File: src/rtl/moving_average_n.sv
// Windowed moving average over the last 2^len_eff signed samples, with a
// run-time selectable power-of-two window, one-cycle latency and bypass mode.
package opo_package;
    parameter int word_width = 16;
endpackage

module moving_average_n #(
    parameter int WIDTH    = opo_package::word_width,
    parameter int MAX_LOG2 = 4
) (
    input  logic                            clk,
    input  logic                            rst,
    input  logic                            enable,
    input  logic [$clog2(MAX_LOG2+1)-1:0]   log2_len,
    input  logic                            clear,
    input  logic [WIDTH-1:0]                sample_in,
    input  logic                            sample_in_valid,
    output logic [WIDTH-1:0]                sample_out,
    output logic                            sample_out_valid,
    output logic                            window_full
);

    localparam int LW    = $clog2(MAX_LOG2 + 1);
    localparam int DEPTH = 1 << MAX_LOG2;
    localparam int SW    = WIDTH + MAX_LOG2;
    localparam int CW    = MAX_LOG2 + 1;

    logic [WIDTH-1:0]        buf_q [DEPTH];
    logic [MAX_LOG2-1:0]     wr_ptr_q;
    logic signed [SW-1:0]    sum_q;
    logic signed [SW-1:0]    sum_d;
    logic [CW-1:0]           count_q;
    logic [CW-1:0]           count_d;
    logic [LW-1:0]           len_q;
    logic                    len_armed_q;
    logic [WIDTH-1:0]        sample_out_q;
    logic [WIDTH-1:0]        sample_out_d;
    logic                    sample_out_valid_q;
    logic                    window_full_q;

    logic [LW-1:0]           len_eff;
    logic [CW-1:0]           win_len;
    logic [MAX_LOG2-1:0]     rd_ptr;
    logic [WIDTH-1:0]        old_sample;
    logic                    len_change;
    logic                    flush;
    logic                    accept;

    always_comb begin
        len_eff = log2_len;
        if (log2_len > LW'(MAX_LOG2)) begin
            len_eff = LW'(MAX_LOG2);
        end
    end

    // At full window the oldest entry is the one about to be overwritten,
    // which the modulo-depth subtraction yields naturally.
    assign win_len    = CW'(1) << len_eff;
    assign rd_ptr     = wr_ptr_q - win_len[MAX_LOG2-1:0];
    assign old_sample = buf_q[rd_ptr];

    // len_q only becomes meaningful after the first post-reset edge, so a
    // length differing from the reset value must not drop the first sample.
    assign len_change = len_armed_q && (len_eff != len_q);
    assign flush      = clear || len_change;
    assign accept     = sample_in_valid && !flush;

    always_comb begin
        sum_d = sum_q
              + {{MAX_LOG2{sample_in[WIDTH-1]}}, sample_in}
              - {{MAX_LOG2{old_sample[WIDTH-1]}}, old_sample};
    end

    always_comb begin
        count_d = count_q + CW'(1);
        if (count_q >= win_len) begin
            count_d = win_len;
        end
    end

    always_comb begin
        sample_out_d = sample_in;
        if (enable) begin
            sample_out_d = WIDTH'(sum_d >>> len_eff);
        end
    end

    always_ff @(posedge clk or negedge rst) begin
        if (!rst) begin
            for (int i = 0; i < DEPTH; i++) begin
                buf_q[i] <= '0;
            end
            wr_ptr_q           <= '0;
            sum_q              <= '0;
            count_q            <= '0;
            len_q              <= '0;
            len_armed_q        <= 1'b0;
            sample_out_q       <= '0;
            sample_out_valid_q <= 1'b0;
            window_full_q      <= 1'b0;
        end else begin
            len_q              <= len_eff;
            len_armed_q        <= 1'b1;
            sample_out_valid_q <= accept;
            if (flush) begin
                for (int i = 0; i < DEPTH; i++) begin
                    buf_q[i] <= '0;
                end
                wr_ptr_q      <= '0;
                sum_q         <= '0;
                count_q       <= '0;
                window_full_q <= 1'b0;
            end else if (sample_in_valid) begin
                buf_q[wr_ptr_q] <= sample_in;
                wr_ptr_q        <= wr_ptr_q + 1'b1;
                sum_q           <= sum_d;
                count_q         <= count_d;
                window_full_q   <= (count_d == win_len);
                sample_out_q    <= sample_out_d;
            end
        end
    end

    assign sample_out       = sample_out_q;
    assign sample_out_valid = sample_out_valid_q;
    assign window_full      = window_full_q;

endmodule

File: config.mk
export PLATFORM = sky130hd
export DESIGN_NAME = moving_average_n
export DESIGN_NICKNAME = d
export VERILOG_FILES = /design/src/rtl/moving_average_n.sv
export SDC_FILE = /design/constraint.sdc
export NUM_CORES = 1
export LEC_CHECK = 0
export CORE_ASPECT_RATIO = 1.75
export CORE_UTILIZATION = 35
export CTS_CLUSTER_SIZE = 14
export DETAILED_ROUTE_END_ITERATION = 6
export SYNTH_ARGS = -nofsm -noshare
export SYNTH_HDL_FRONTEND = slang
export SYNTH_SLANG_ARGS = --single-unit
File: constraint.sdc
create_clock -name clk -period 11 [get_ports clk]
set_input_delay 2.2 -clock clk [delete_from_list [all_inputs] [get_ports clk]]
set_output_delay 2.2 -clock clk [all_outputs]
set_load 0.1 [all_outputs]
==> Word level (Yosys, flattened, before mapping) <==
Index checks and enable logic that the tools add are counted.
{ "totals": {"register_bits": 307, "input_bits": 24} }
{ "classes": {"add_sub_neg": 5, "magnitude_cmp": 5, "n_eq_ne": 2, "n_shift": 2, "n_mux": 19, "n_bitwise": 3, "reduce_logical": 7} }
{ "ops": {"columns": ["operator", "n"], "rows": [
  ["$mux W256", 2],
  ["$bwmux W256", 1],
  ["$bmux W16 S4", 1],
  ["$demux W16 S4", 1],
  ["$mux W16", 4],
  ["$mux W20", 2],
  ["$add A20 B20 Y20", 1],
  ["$sshr A20 B3 Y16", 1],
  ["$sub A20 B20 Y20", 1],
  ["$mux W5", 3],
  ["$ge A5 B5 Y1 const B", 2],
  ["$not A4 Y5", 2],
  ["$mux W4", 2],
  ["$add A5 B1 Y5 const B", 1],
  ["$eq A5 B5 Y1", 1],
  ["$ge A5 B5 Y1", 1],
  ["$lt A5 B1 Y1 const B", 1],
  ["$shl A1 B3 Y5 const A", 1],
  ["$add A4 B1 Y4 const B", 1],
  ["$sub A4 B4 Y4", 1],
  ["$gt A3 B3 Y1 const B", 1],
  ["$logic_and A1 B1 Y1", 3],
  ["$mux W3", 1],
  ["$ne A3 B3 Y1", 1],
  ["other kinds (6)", 7]
]} }

==> Depth between registers and ports, before layout <==
{ "depth": {"word_depth": 11, "depth_mapped": 24, "mapped_depth_nobuf": 22} }

==> Worst setup path after synthesis <==
OpenSTA, ideal clock, no wires.
{ "synth_path": {"kind": "input -> register", "startpoint": "input log2_len[2]", "endpoint": "register sample_out_q[14], in the netlist sample_out[14]", "setup_time_ns": 0.124, "arrival_time_ns": 7.537, "required_ns": 10.876, "path_slack_ns": 3.340, "cell_stages": 20, "path_buffers": 3, "path_cell_list": "clkbuf_1 nor3_1 ha_1 inv_1 fa_1 clkbuf_1 clkbuf_1 mux4_2 mux2_2 a21oi_1 fa_1 fa_1 a21o_2 a221oi_4 a22o_1 a21oi_1 o31a_1 mux2_2 o211a_1 o221a_1"} }
{ "synth_via": {"elab_chain_len": 11} }
{ "synth_lines": {"columns": ["element", "line", "rtl"], "rows": [
  ["start, declared", "14", "input logic [$clog2(MAX_LOG2+1)-1:0] log2_len,"],
  ["$gt A3 B3 Y1", "51", "if (log2_len > LW'(MAX_LOG2)) begin"],
  ["$mux W3 (*)", "51", null],
  ["$shl A1 B3 Y5", "58", "assign win_len = CW'(1) << len_eff;"],
  ["$sub A4 B4 Y4", "59", "assign rd_ptr = wr_ptr_q - win_len[MAX_LOG2-1:0];"],
  ["$not A4 Y5 (not written as such)", "60", "assign old_sample = buf_q[rd_ptr];"],
  ["$bmux W16 S4", "60", null],
  ["$mux W16 (not written as such) (2 in series)", "60", null],
  ["$sub A20 B20 Y20", "71", "- {{MAX_LOG2{old_sample[WIDTH-1]}}, old_sample};"],
  ["$sshr A20 B3 Y16", "84", "sample_out_d = WIDTH'(sum_d >>> len_eff);"],
  ["$mux W16", "83", "if (enable) begin"],
  ["end signal, assigned", "119", "sample_out_q <= sample_out_d;"],
  ["end, declared", "36", "logic [WIDTH-1:0] sample_out_q;"]
]} }
Every way passes the cells marked *; elsewhere a longest branch is shown, timed or not. The select of a mux whose other input is x is not followed.
A chain may end at the register's enable or synchronous reset.

==> Worst setup path in the final report <==
Ends and elaborated chain as after synthesis.

==> impl_metrics.tcl <==
set metrics [dict create \
    swShare_pct 35.7 \
    routed_via_density 5.62 \
    finalHoldViolCount 0 \
    yosysUniqueCellTypes 70 \
    grt_antenna_before_repair 0 \
    ctsHoldBuffers 0 \
    reg2reg_from "wr_ptr_q[0]" \
    finalSetupTns_ns 0 \
    async_flop_share_pct 100 \
    cts_tree "yes" \
    fin_crit_sh_pct 82.4 \
    ys_warn_count 0 \
    cpMostUsedCell "nand2_1" \
    row_count 106 \
    wl_per_cell_um 21.4 \
    crit_family "adder cells" \
    finalSetupViolations 0 \
    wl_um 51900 \
    rsz0062_at_grt "false" \
    hold-path-cell-count 1 \
    use_met2_pct 40.3 \
    grt_pass1_vias 13900 \
    worst_pin_slew_ns 1.47 \
    synth_area_mm2 0.0169 \
    grt_util_met1_pct 24.5 \
    cts.clk_slew.worst_paths_ns 0.06 \
    syn_area_per_cell_um2 9.13 \
    intPower_uw 2080 \
    layout.nets 1883 \
    clock.fmax_mhz 110 \
    crit_type "in -> reg" \
    holdCritStartpoint "sample_out[0]" \
    start_util_pct 35.4 \
    clockRootBuffer "clkbuf_16" \
    grt_pass1_wl_um 81200 \
    hold_path.class "reg -> reg" \
    synth-edff-count 0 \
    startpoint_type "primary input" \
    ys_ff_latch 307 \
    slew_headroom_pct 1.88 \
    synth-main-ff-cell "dfrtp_1" \
    min_to "sample_out[0]" \
    cp_max_fo 43 \
    dieArea_mm2 0.0492 \
    fin_crit_ns 9.07 \
    r2r-end "sample_out[14]" \
    dp_hpwl_um 34500 \
    final_common_cell "nand2_1" \
    cts_setup_buffers 0 \
    crit_path_top_delay_cell "fa_4" \
    combPwrFrac_pct 30.5 \
    status "finished, final reports clean" \
    required_ns 11.47 \
    max_stage_delay_ns 1.37 \
    final.setup_skew_ns 0.0153 \
    drv_cap 0 \
    drc 0 \
    cp-end-kind "flip-flop" \
    drv_slew 0 \
    peakVddDrop_uv 119 \
    cp.arrival_ns 9.54 \
    synth_cells 1853 \
    die_h_um 293 \
    fillers 4735 \
    reg2reg_depth 18 \
    top_usage_layer "met2" \
    layout_common_cells "nand2_1, a21oi_1, dfrtp_1, nor2_1, mux4_2" \
    die_x_um 168 \
    clkSinkCount 307 \
    grt_max_degree 250 \
    cp_num_buf_inv 6 \
    ioPinCount 42 \
    drive_above_1_share_pct 10.2 \
    cts_buffer_depth 3 \
    p_per_area_mw_per_mm2 172 \
    dpl_cell_area_mm2 0.0178 \
    place.gp.congestion 0.948 \
    cts_resized 0 \
    first_pass_iters 5 \
    numCtsBuffers 29 \
    seq_power_share_pct 36.8 \
    clkLatencyLatePin_ns 0.59 \
    core-area_mm2 0.0477 \
    port_buffers 41 \
    ff2ff_setup_slack_ns 4.50 \
    switchingPower_uw 1150 \
    use_met3_pct 1.73 \
    antenna-diode-count 0 \
    htreeDepth 1 \
    p_leak_uw 0.00751 \
    clockPowerShare_pct 32.7 \
    crit_path_cell_trace "clkdlybuf4s50_1 -> buf_4 -> inv_1 -> nand2_1 -> buf_4 -> inv_1 -> nand2_1 -> fa_4 -> buf_12 -> mux4_2 -> mux2_2 -> a21oi_1 -> fa_1 -> ha_1 -> nand2_1 -> a21o_1 -> a221oi_2 -> nor2_1 -> o31a_1 -> mux2_2 -> o211a_1 -> o221a_1" \
    groute.usage.overall_pct 21.4 \
    drtIter0Drc 1355 \
    vias 13600 \
    overflow 0 \
    ys_seq_area_share_pct 45.4 \
    syn_nets 1931 \
    final_area_mm2 0.0188 \
    synthToLayoutAreaGrowth_pct 11.1 \
    ant_nets 0 \
]
## cells by family after synthesis
group                    count (synthesis)  share of synthesized area (%)
buffers and inverters                  183                           4.22
adder cells (fa/ha/maj)                 54                           4.88
AO/OA/AOI/OAI                          424                           14.4
other                                    1                         0.0222
AND/OR/NAND/NOR                        729                           17.2
flip-flops                             307                           45.4
multiplexers                           125                           12.3
XOR/XNOR                                30                           1.55
## cell type report
class | instances | area, um^2 | share of cell area, %
Sequential cell | 307 | 7680 | 40.9
Clock buffer | 41 | 831 | 4.42
Multi-Input combinational cell | 1363 | 8600 | 45.8
Clock inverter | 9 | 140 | 0.746
Inverter | 37 | 139 | 0.739
Tap cell | 594 | 743 | 3.96
Timing Repair Buffer | 67 | 643 | 3.42
## Yosys cell counts (all sizes together) (3+ instances only)
library cell | n | share of area (%)
xor2 | 14 | 0.73
nor4 | 3 | 0.18
nand3 | 22 | 0.68
a221oi | 4 | 0.35
nor2b | 9 | 0.33
mux2 | 18 | 1.2
xnor2 | 16 | 0.83
buf | 25 | 0.71
fa | 20 | 2.4
nand4 | 9 | 0.33
and2 | 3 | 0.11
mux4 | 64 | 8.5
dfrtp | 307 | 45
nand2b | 5 | 0.18
a211oi | 17 | 0.78
o31ai | 3 | 0.13
nand2 | 566 | 13
o211ai | 8 | 0.36
mux2i | 43 | 2.5
a31o | 3 | 0.16
nor3 | 16 | 0.47
ha | 34 | 2.5
nor2 | 85 | 1.9
a31oi | 3 | 0.11
and3 | 3 | 0.11
a21o | 15 | 0.67
clkbuf | 121 | 2.7
a21oi | 315 | 9.3
o21ai | 26 | 0.77
a211o | 3 | 0.16
inv | 36 | 0.80
## per-stage QoR
stage,std cells,hold WS [ns],util (%),total power [uW],worst slack [ns]
2_1_floorplan,1853,0.486,-,1920,3.34
3_3_place_gp,2368,0.461,37.3,2190,1.43
3_5_place_dp,2368,0.465,37.3,2190,1.39
4_1_cts,2418,0.479,39.3,3250,1.98
5_1_grt,2418,0.491,39.3,3360,1.65
6_report,2418,0.475,39.3,3230,1.93
## power groups by stage
stage	combinational [uW]	clock [uW]	sequential [uW]
final	985	1060	1190
after global routing	1060	1110	1190
after CTS	984	1070	1190
after detailed placement	980	0	1210
after global placement	977	0	1210
after floorplan	571	0	1350
## state kept, by name (all words and copies together), names as in the netlist
signal and cells:
len_armed_q 1, window_full 1, count_q 5, sum_q 20, sample_out 16, sample_out_valid 1
wr_ptr_q 4, buf_q 256, len_q 3
## metal layers
metal | part of all wire, % | up-vias
li1 | - | 6212
met1 | 37 | 6827
met2 | 54 | 420
met3 | 4.4 | 126
met4 | 4.0 | 0
met5 | 0 | -
## worst max-delay path by stage
stage | from | to | slack [ns] | cells after the start
final | log2_len[2] | sample_out[14] | 1.93 | 22
after global routing | log2_len[2] | sample_out[14] | 1.65 | 22
after CTS | log2_len[2] | sample_out[14] | 1.98 | 22
after detailed placement | log2_len[2] | sample_out[14] | 1.39 | 22
after global placement | log2_len[2] | sample_out[14] | 1.43 | 22
after floorplan | log2_len[2] | sample_out[14] | 3.34 | 20
## worst reg2reg max path, cell delays in order (launching register included)
cell      delay, ns
dfrtp_1        0.45
inv_1          0.22
ha_4           0.16
inv_1          0.06
fa_4           1.33
buf_12         0.33
mux4_2         0.34
mux2_2         0.29
a21oi_1        0.29
fa_1           0.48
ha_1           0.44
nand2_1        0.16
a21o_1         0.21
a221oi_2       0.52
nor2_1         0.16
o31a_1         0.21
mux2_2         0.31
o211a_1        0.20
o221a_1        0.22
No activity file was read; power rests on OpenSTA's default activity.
